## config.mk

```make
export PLATFORM = sky130hd
export DESIGN_NAME = uart_config_handshake
export DESIGN_NICKNAME = d
export VERILOG_FILES = /design/src/rtl/uart_config_handshake_pkg.sv /design/src/rtl/uart_config_handshake_cfg_timeout_counter.sv /design/src/rtl/uart_config_handshake.sv
export SDC_FILE = /design/constraint.sdc
export NUM_CORES = 1
export LEC_CHECK = 0
export BUFFER_PORTS_ARGS = -buffer_cell sky130_fd_sc_hd__buf_2
export CAP_MARGIN = 5
export CORE_UTILIZATION = 48
export DETAILED_ROUTE_END_ITERATION = 7
export MAX_ROUTING_LAYER = met4
export PLACE_DENSITY = 0.76
export SLEW_MARGIN = 25
export SYNTH_ARGS = -nofsm -noshare
export SYNTH_HDL_FRONTEND = slang
export SYNTH_SLANG_ARGS = --single-unit
```

## constraint.sdc

```tcl
create_clock -name clk_i -period 1.8 [get_ports clk_i]
set_clock_uncertainty 0.1 [all_clocks]
set_input_delay 0.18 -clock clk_i [delete_from_list [all_inputs] [get_ports clk_i]]
set_output_delay 0.18 -clock clk_i [all_outputs]
set_load 0.005 [all_outputs]
```

## src/rtl/uart_config_handshake_pkg.sv

```systemverilog
// Shared constants, state encoding and packet helper for the UART configuration handshake.
package uart_config_handshake_pkg;

  localparam logic [7:0] ACK_PKT  = 8'hFF;
  localparam logic [7:0] NACK_PKT = 8'h00;
  localparam logic [7:0] SYN_PKT  = 8'h16;

  typedef enum logic [1:0] {
    IDLE     = 2'd0,
    CFG_WAIT = 2'd1,
    SEND     = 2'd2
  } cfg_state_t;

  // Callers zero-extend id/option; the result is truncated to DATA_W at the use site.
  function automatic logic [31:0] make_pkt(input logic [31:0] id, input logic [31:0] opt,
                                           input int id_w);
    return (opt << id_w) | id;
  endfunction

endpackage

```

## src/rtl/uart_config_handshake_cfg_timeout_counter.sv

```systemverilog
// Inactivity counter: counts enabled cycles without a clear and flags the final cycle.
module cfg_timeout_counter #(
  parameter int TIMEOUT_CYC = 1_000_000
) (
  input  logic clk_i,
  input  logic rst_n_i,
  input  logic enable,
  input  logic clear,
  output logic expired
);

  localparam int CW = (TIMEOUT_CYC > 2) ? $clog2(TIMEOUT_CYC) : 1;

  logic [CW-1:0] cnt;

  // A clear in the last cycle (byte arrival) suppresses expiry.
  assign expired = enable & ~clear & (cnt == CW'(TIMEOUT_CYC - 1));

  always_ff @(posedge clk_i or negedge rst_n_i) begin
    if (!rst_n_i)                         cnt <= '0;
    else if (!enable || clear || expired) cnt <= '0;
    else                                  cnt <= cnt + 1'b1;
  end

endmodule

```

## src/rtl/uart_config_handshake.sv

```systemverilog
// Config-protocol engine: SYN detect, shadowed field writes, atomic commit on END, ACK/NACK reply.
module uart_config_handshake
  import uart_config_handshake_pkg::*;
#(
  parameter int DATA_W      = 8,
  parameter int ID_W        = 2,
  parameter int OPT_W       = 2,
  parameter int TIMEOUT_CYC = 1_000_000,
  parameter logic [(2**ID_W-1)*OPT_W-1:0] CFG_RST = '0
) (
  input  logic                           clk_i,
  input  logic                           rst_n_i,
  input  logic                           cfg_en_i,
  input  logic [DATA_W-1:0]              rx_data_i,
  input  logic                           rx_valid_i,
  output logic                           rx_ready_o,
  output logic [DATA_W-1:0]              tx_data_o,
  output logic                           tx_valid_o,
  input  logic                           tx_ready_i,
  output logic [(2**ID_W-1)*OPT_W-1:0]   cfg_o,
  output logic                           cfg_update_o,
  output logic                           cfg_busy_o,
  output logic                           error_o,
  output logic                           timeout_o
);

  localparam int CFG_W = (2**ID_W - 1) * OPT_W;

  cfg_state_t          state, state_nxt, ret, ret_nxt;
  logic [CFG_W-1:0]    shadow;
  logic [DATA_W-1:0]   tx_data_nxt;
  logic                tx_valid_nxt, rdy_nxt, busy_nxt, err_nxt, to_nxt, upd_nxt;
  logic                load_shadow, wr_field, commit;
  logic                xfer, expired, malformed, is_end;
  logic [ID_W-1:0]     id;
  logic [OPT_W-1:0]    opt;

  assign xfer      = rx_valid_i & rx_ready_o;
  assign id        = rx_data_i[ID_W-1:0];
  assign opt       = rx_data_i[ID_W+OPT_W-1:ID_W];
  assign is_end    = &id;
  // Shift rather than slice so DATA_W == ID_W+OPT_W (no spare bits) still elaborates.
  assign malformed = |(rx_data_i >> (ID_W + OPT_W));

  cfg_timeout_counter #(.TIMEOUT_CYC(TIMEOUT_CYC)) u_timeout (
    .clk_i   (clk_i),
    .rst_n_i (rst_n_i),
    .enable  (state == CFG_WAIT),
    .clear   (xfer),
    .expired (expired)
  );

  always_comb begin
    state_nxt    = state;
    ret_nxt      = ret;
    tx_valid_nxt = tx_valid_o;
    tx_data_nxt  = tx_data_o;
    err_nxt      = 1'b0;
    to_nxt       = 1'b0;
    upd_nxt      = 1'b0;
    load_shadow  = 1'b0;
    wr_field     = 1'b0;
    commit       = 1'b0;
    case (state)
      IDLE: begin
        if (xfer && rx_data_i == DATA_W'(SYN_PKT)) begin
          state_nxt    = SEND;
          ret_nxt      = CFG_WAIT;
          tx_valid_nxt = 1'b1;
          tx_data_nxt  = DATA_W'(ACK_PKT);
          load_shadow  = 1'b1;
        end
      end
      CFG_WAIT: begin
        if (xfer) begin
          state_nxt    = SEND;
          tx_valid_nxt = 1'b1;
          tx_data_nxt  = DATA_W'(ACK_PKT);
          if (malformed) begin
            tx_data_nxt = DATA_W'(NACK_PKT);
            ret_nxt     = IDLE;
            err_nxt     = 1'b1;
            load_shadow = 1'b1;
          end else if (is_end) begin
            ret_nxt = IDLE;
            commit  = 1'b1;
            upd_nxt = 1'b1;
          end else begin
            ret_nxt  = CFG_WAIT;
            wr_field = 1'b1;
          end
        end else if (expired) begin
          state_nxt   = IDLE;
          to_nxt      = 1'b1;
          load_shadow = 1'b1;
        end
      end
      SEND: begin
        if (tx_ready_i) begin
          tx_valid_nxt = 1'b0;
          state_nxt    = ret;
        end
      end
      default: state_nxt = IDLE;
    endcase
    rdy_nxt  = (state_nxt == CFG_WAIT) | ((state_nxt == IDLE) & cfg_en_i);
    busy_nxt = (state_nxt != IDLE);
  end

  always_ff @(posedge clk_i or negedge rst_n_i) begin
    if (!rst_n_i) begin
      state        <= IDLE;
      ret          <= IDLE;
      tx_valid_o   <= 1'b0;
      tx_data_o    <= '0;
      rx_ready_o   <= 1'b0;
      cfg_busy_o   <= 1'b0;
      error_o      <= 1'b0;
      timeout_o    <= 1'b0;
      cfg_update_o <= 1'b0;
    end else begin
      state        <= state_nxt;
      ret          <= ret_nxt;
      tx_valid_o   <= tx_valid_nxt;
      tx_data_o    <= tx_data_nxt;
      rx_ready_o   <= rdy_nxt;
      cfg_busy_o   <= busy_nxt;
      error_o      <= err_nxt;
      timeout_o    <= to_nxt;
      cfg_update_o <= upd_nxt;
    end
  end

  // Shadow reloads from the committed config on SYN and on any abort.
  always_ff @(posedge clk_i or negedge rst_n_i) begin
    if (!rst_n_i) begin
      shadow <= CFG_RST;
      cfg_o  <= CFG_RST;
    end else begin
      if (load_shadow)   shadow <= cfg_o;
      else if (wr_field) shadow[int'(id)*OPT_W +: OPT_W] <= opt;
      if (commit)        cfg_o <= shadow;
    end
  end

endmodule
```

==> reports/results.tsv <==
stage	metric	value	unit
synth	yosysWarnings	0	
timing	rsz0062_at_grt	true	
worst_setup_path	endpoint_kind	flip-flop	
finish	nNetsFinal	284	
worst_setup_path	cp.required	1880	ps
finish	layout_commonest_cell	dfrtp_1	
global_route	use_met1	22.7	%
power_and_ir_drop	p_per_area	670	nW/um^2
global_route	grt_max_degree	21	
place	globalplace.congestion	0.795	
clock_network	h-tree-depth	2	
global_route	antenna_found_initial	0	
timing	post-route-period-util	98.7	%
finish	syn_to_final_growth	24.0	%
clock_network	numCtsBuffers	5	
timing	final_max_slew_viol_count	0	
clock_network	cts_sinks	42	
finish	most-common-layout-cells	42 x dfrtp_1, 35 x nor2_1, 32 x buf_2	
timing	fmax	563	MHz
routing	drt_wl_total	3930	um
floorplan	start_util	50.5	%
global_route	grt.busiest_layer	met2	
place	portBuffers	32	
clock_network	cts_root_buf	clkbuf_8	
worst_setup_path	arrival	1860	ps
timing	hold_viol	0	
floorplan	std_cell_rows	24	
clock_network	clk_pin_slew	80	ps
timing	slew_headroom	71.0	%
floorplan	fp.dieW	69.9	um
synth	seq_area_frac_synth	47.5	%
finish	drive_above_1_share	42.1	%
finish	antenna_cells	0	
synth	synth.distinct_cells	36	
synth	avgSynthCellArea	10.8	sq um
clock_network	clock_latency	300	ps
finish	fin_util	62.6	%
floorplan	die_area	4890	sq um
floorplan	die_h	69.9	um
worst_setup_path	critical_path.top_delay_family	flip-flops	
power_and_ir_drop	ir_worst_vdd	0.382	mV
synth	synth_top_area_cell	dfrtp_1	
routing	post_drt_wl_per_cell	12.4	um
finish	stdcell_count	318	
worst_setup_path	path_cells	nor4_2 > buf_4 > nand4b_4 > o22ai_4 > mux2_2	
worst_setup_path	path_class	reg2reg	
synth	syn-num-nets	224	
finish	stdcell_area	2750	sq um
global_route	first_global_vias	1632	
worst_setup_path	cp_num_buf_inv	1	
global_route	use_met3	3.03	%
floorplan	ios	33	
synth	synth_top_area_share	47.5	%
global_route	grt_pass1_wl	6930	um
synth	syn_area	2210	sq um
worst_setup_path	critPathMaxFanout	6	
routing	vias	1608	
worst_setup_path	max_stage_delay	390	ps
timing	tightest_slew	435	ps
timing	setup_slack	22.7	ps
global_route	use_met2	30.1	%
routing	drtAntennaViolNets	0	
clock_network	post_cts_buffers	0	
routing	drt_drc_violations_left	0	
worst_setup_path	worst_setup_path_start_kind	flip-flop	
global_route	grtUsageTotal	18.6	%
synth	syn_inst	205	
place	post-dp-hpwl	2970	um
synth	ys_ff_latch	42	
synth	synth_edf_count	0	
timing	layout_min_cycle_time	1780	ps
timing	setup_viol	0	
place	pre_cts_slack	-19.2	ps
synth	synth_area_leaders	dfrtp_1 47%, mux2_2 9.2%, nor2_1 5.9%, xnor2_1 5.1%, ha_1 3.4%	
job	max_cap_viol_count	0	
status	status	finished clean	
place	placed_cells	309	
clock_network	cts_tree	built	
global_route	overflow	0	
routing	first_pass_iters	6	
synth	synth_ff_type	dfrtp_1	
synth	synthArstFlopShare	100	%
clock_network	clockBufferDepth	2	
routing	vias_per_cell	5.06	
power_and_ir_drop	leakagePower	0.00138	uW
routing	initialDrtViolationCount	30	
floorplan	core	4380	sq um
place	place_area	2590	sq um
hold_path	hold_path.class	in2reg	
worst_setup_path	crit_slowest_cell	dfrtp_1	
==> state kept, by name, indices dropped and copies added, names as in the netlist <==
register and flops:
u_timeout.cnt 20, tx_data_o 1, cfg_busy_o 1, timeout_o 1
state 2, cfg_update_o 1, tx_valid_o 1, shadow 6
rx_ready_o 1, error_o 1, ret 1, cfg_o 6
==> layout make-up <==
type,count,area [sq um]
Clock buffer,6,82.6
Clock inverter,2,12.5
Fill cell,340,1640
Inverter,10,37.5
Multi-Input combinational cell,143,1100
Sequential cell,42,1050
Tap cell,52,65.1
Timing Repair Buffer,63,399
==> worst paths after layout <==
| path | to | cells past startpoint | from | slack, ps |
|---|---|---|---|---|
| setup / recovery | shadow[3]$_DFFE_PN0P_ | 5 | u_timeout.cnt[12]$_DFF_PN0_ | 20 |
| hold / removal | rx_ready_o$_DFF_PN0_ | 3 | cfg_en_i | 60 |
| setup reg to reg | shadow[3]$_DFFE_PN0P_ | 5 | u_timeout.cnt[12]$_DFF_PN0_ | 20 |
| hold reg to reg | cfg_o[1]$_DFFE_PN0P_ | 1 | shadow[1]$_DFFE_PN0P_ | 410 |
| max in group asynchronous | error_o$_DFF_PN0_ | 3 | rst_n_i | 810 |
| min in group asynchronous | u_timeout.cnt[16]$_DFF_PN0_ | 2 | rst_n_i | 260 |
==> Yosys cell counts (all sizes together), types with 4 or more instances <==
library cell and instances:
dfrtp 42, nor2 38, mux2 18, nand3 14, xnor2 13, nand2 11, buf 10, inv 10
ha 6, nor3 6, a21oi 5, xor2 5, and3 4
==> power by group <==
part	internal (uW)	total, uW	switching, uW	leakage [uW]
logic	104	216	111	0.000757
clock network	308	624	316	0.0000472
registers	969	999	29.2	0.000575
==> worst min-delay path: stages <==
cell     delay, ps
buf_2           80
a21oi_1         30
a21oi_1        120
==> routing by layer <==
metal,vias to the layer above,wire length (um)
met1,769,1760
li1,800,-
met2,32,1960
met5,-,0
met3,7,139
met4,0,75
==> through the flow <==
stage,hold WS (ps),TNS [ps],total power (uW)
4_1_cts,47.5,-9.54,1870
6_report,56.0,0,1840
3_5_place_dp,43.7,-104,1230
5_1_grt,71.2,-358,1930
2_1_floorplan,-216,0,1180
3_3_place_gp,48.0,0,1230
==> kinds of logic (layout without fill, tap and decap cells) <==
logic type / after synthesis / in the layout / synth area share (%)
flip-flops: 42 / 42 / 47.5
XOR/XNOR: 18 / 18 / 7.12
multiplexers: 18 / 18 / 9.16
buffers and inverters: 20 / 81 / 5.31
AO/OA/AOI/OAI: 11 / 11 / 3.73
AND/OR/NAND/NOR: 90 / 90 / 23.8
adder cells (fa/ha/maj): 6 / 6 / 3.39
==> what timing repair did <==
item,in CTS,in global routing
gates resized for setup,3,7
endpoints found under the setup margin,16,25
pin swaps,3,2
hold endpoints to repair,18,0
gates cloned,0,0
hold buffers,1,0
No activity file was read; power rests on OpenSTA's default activity.
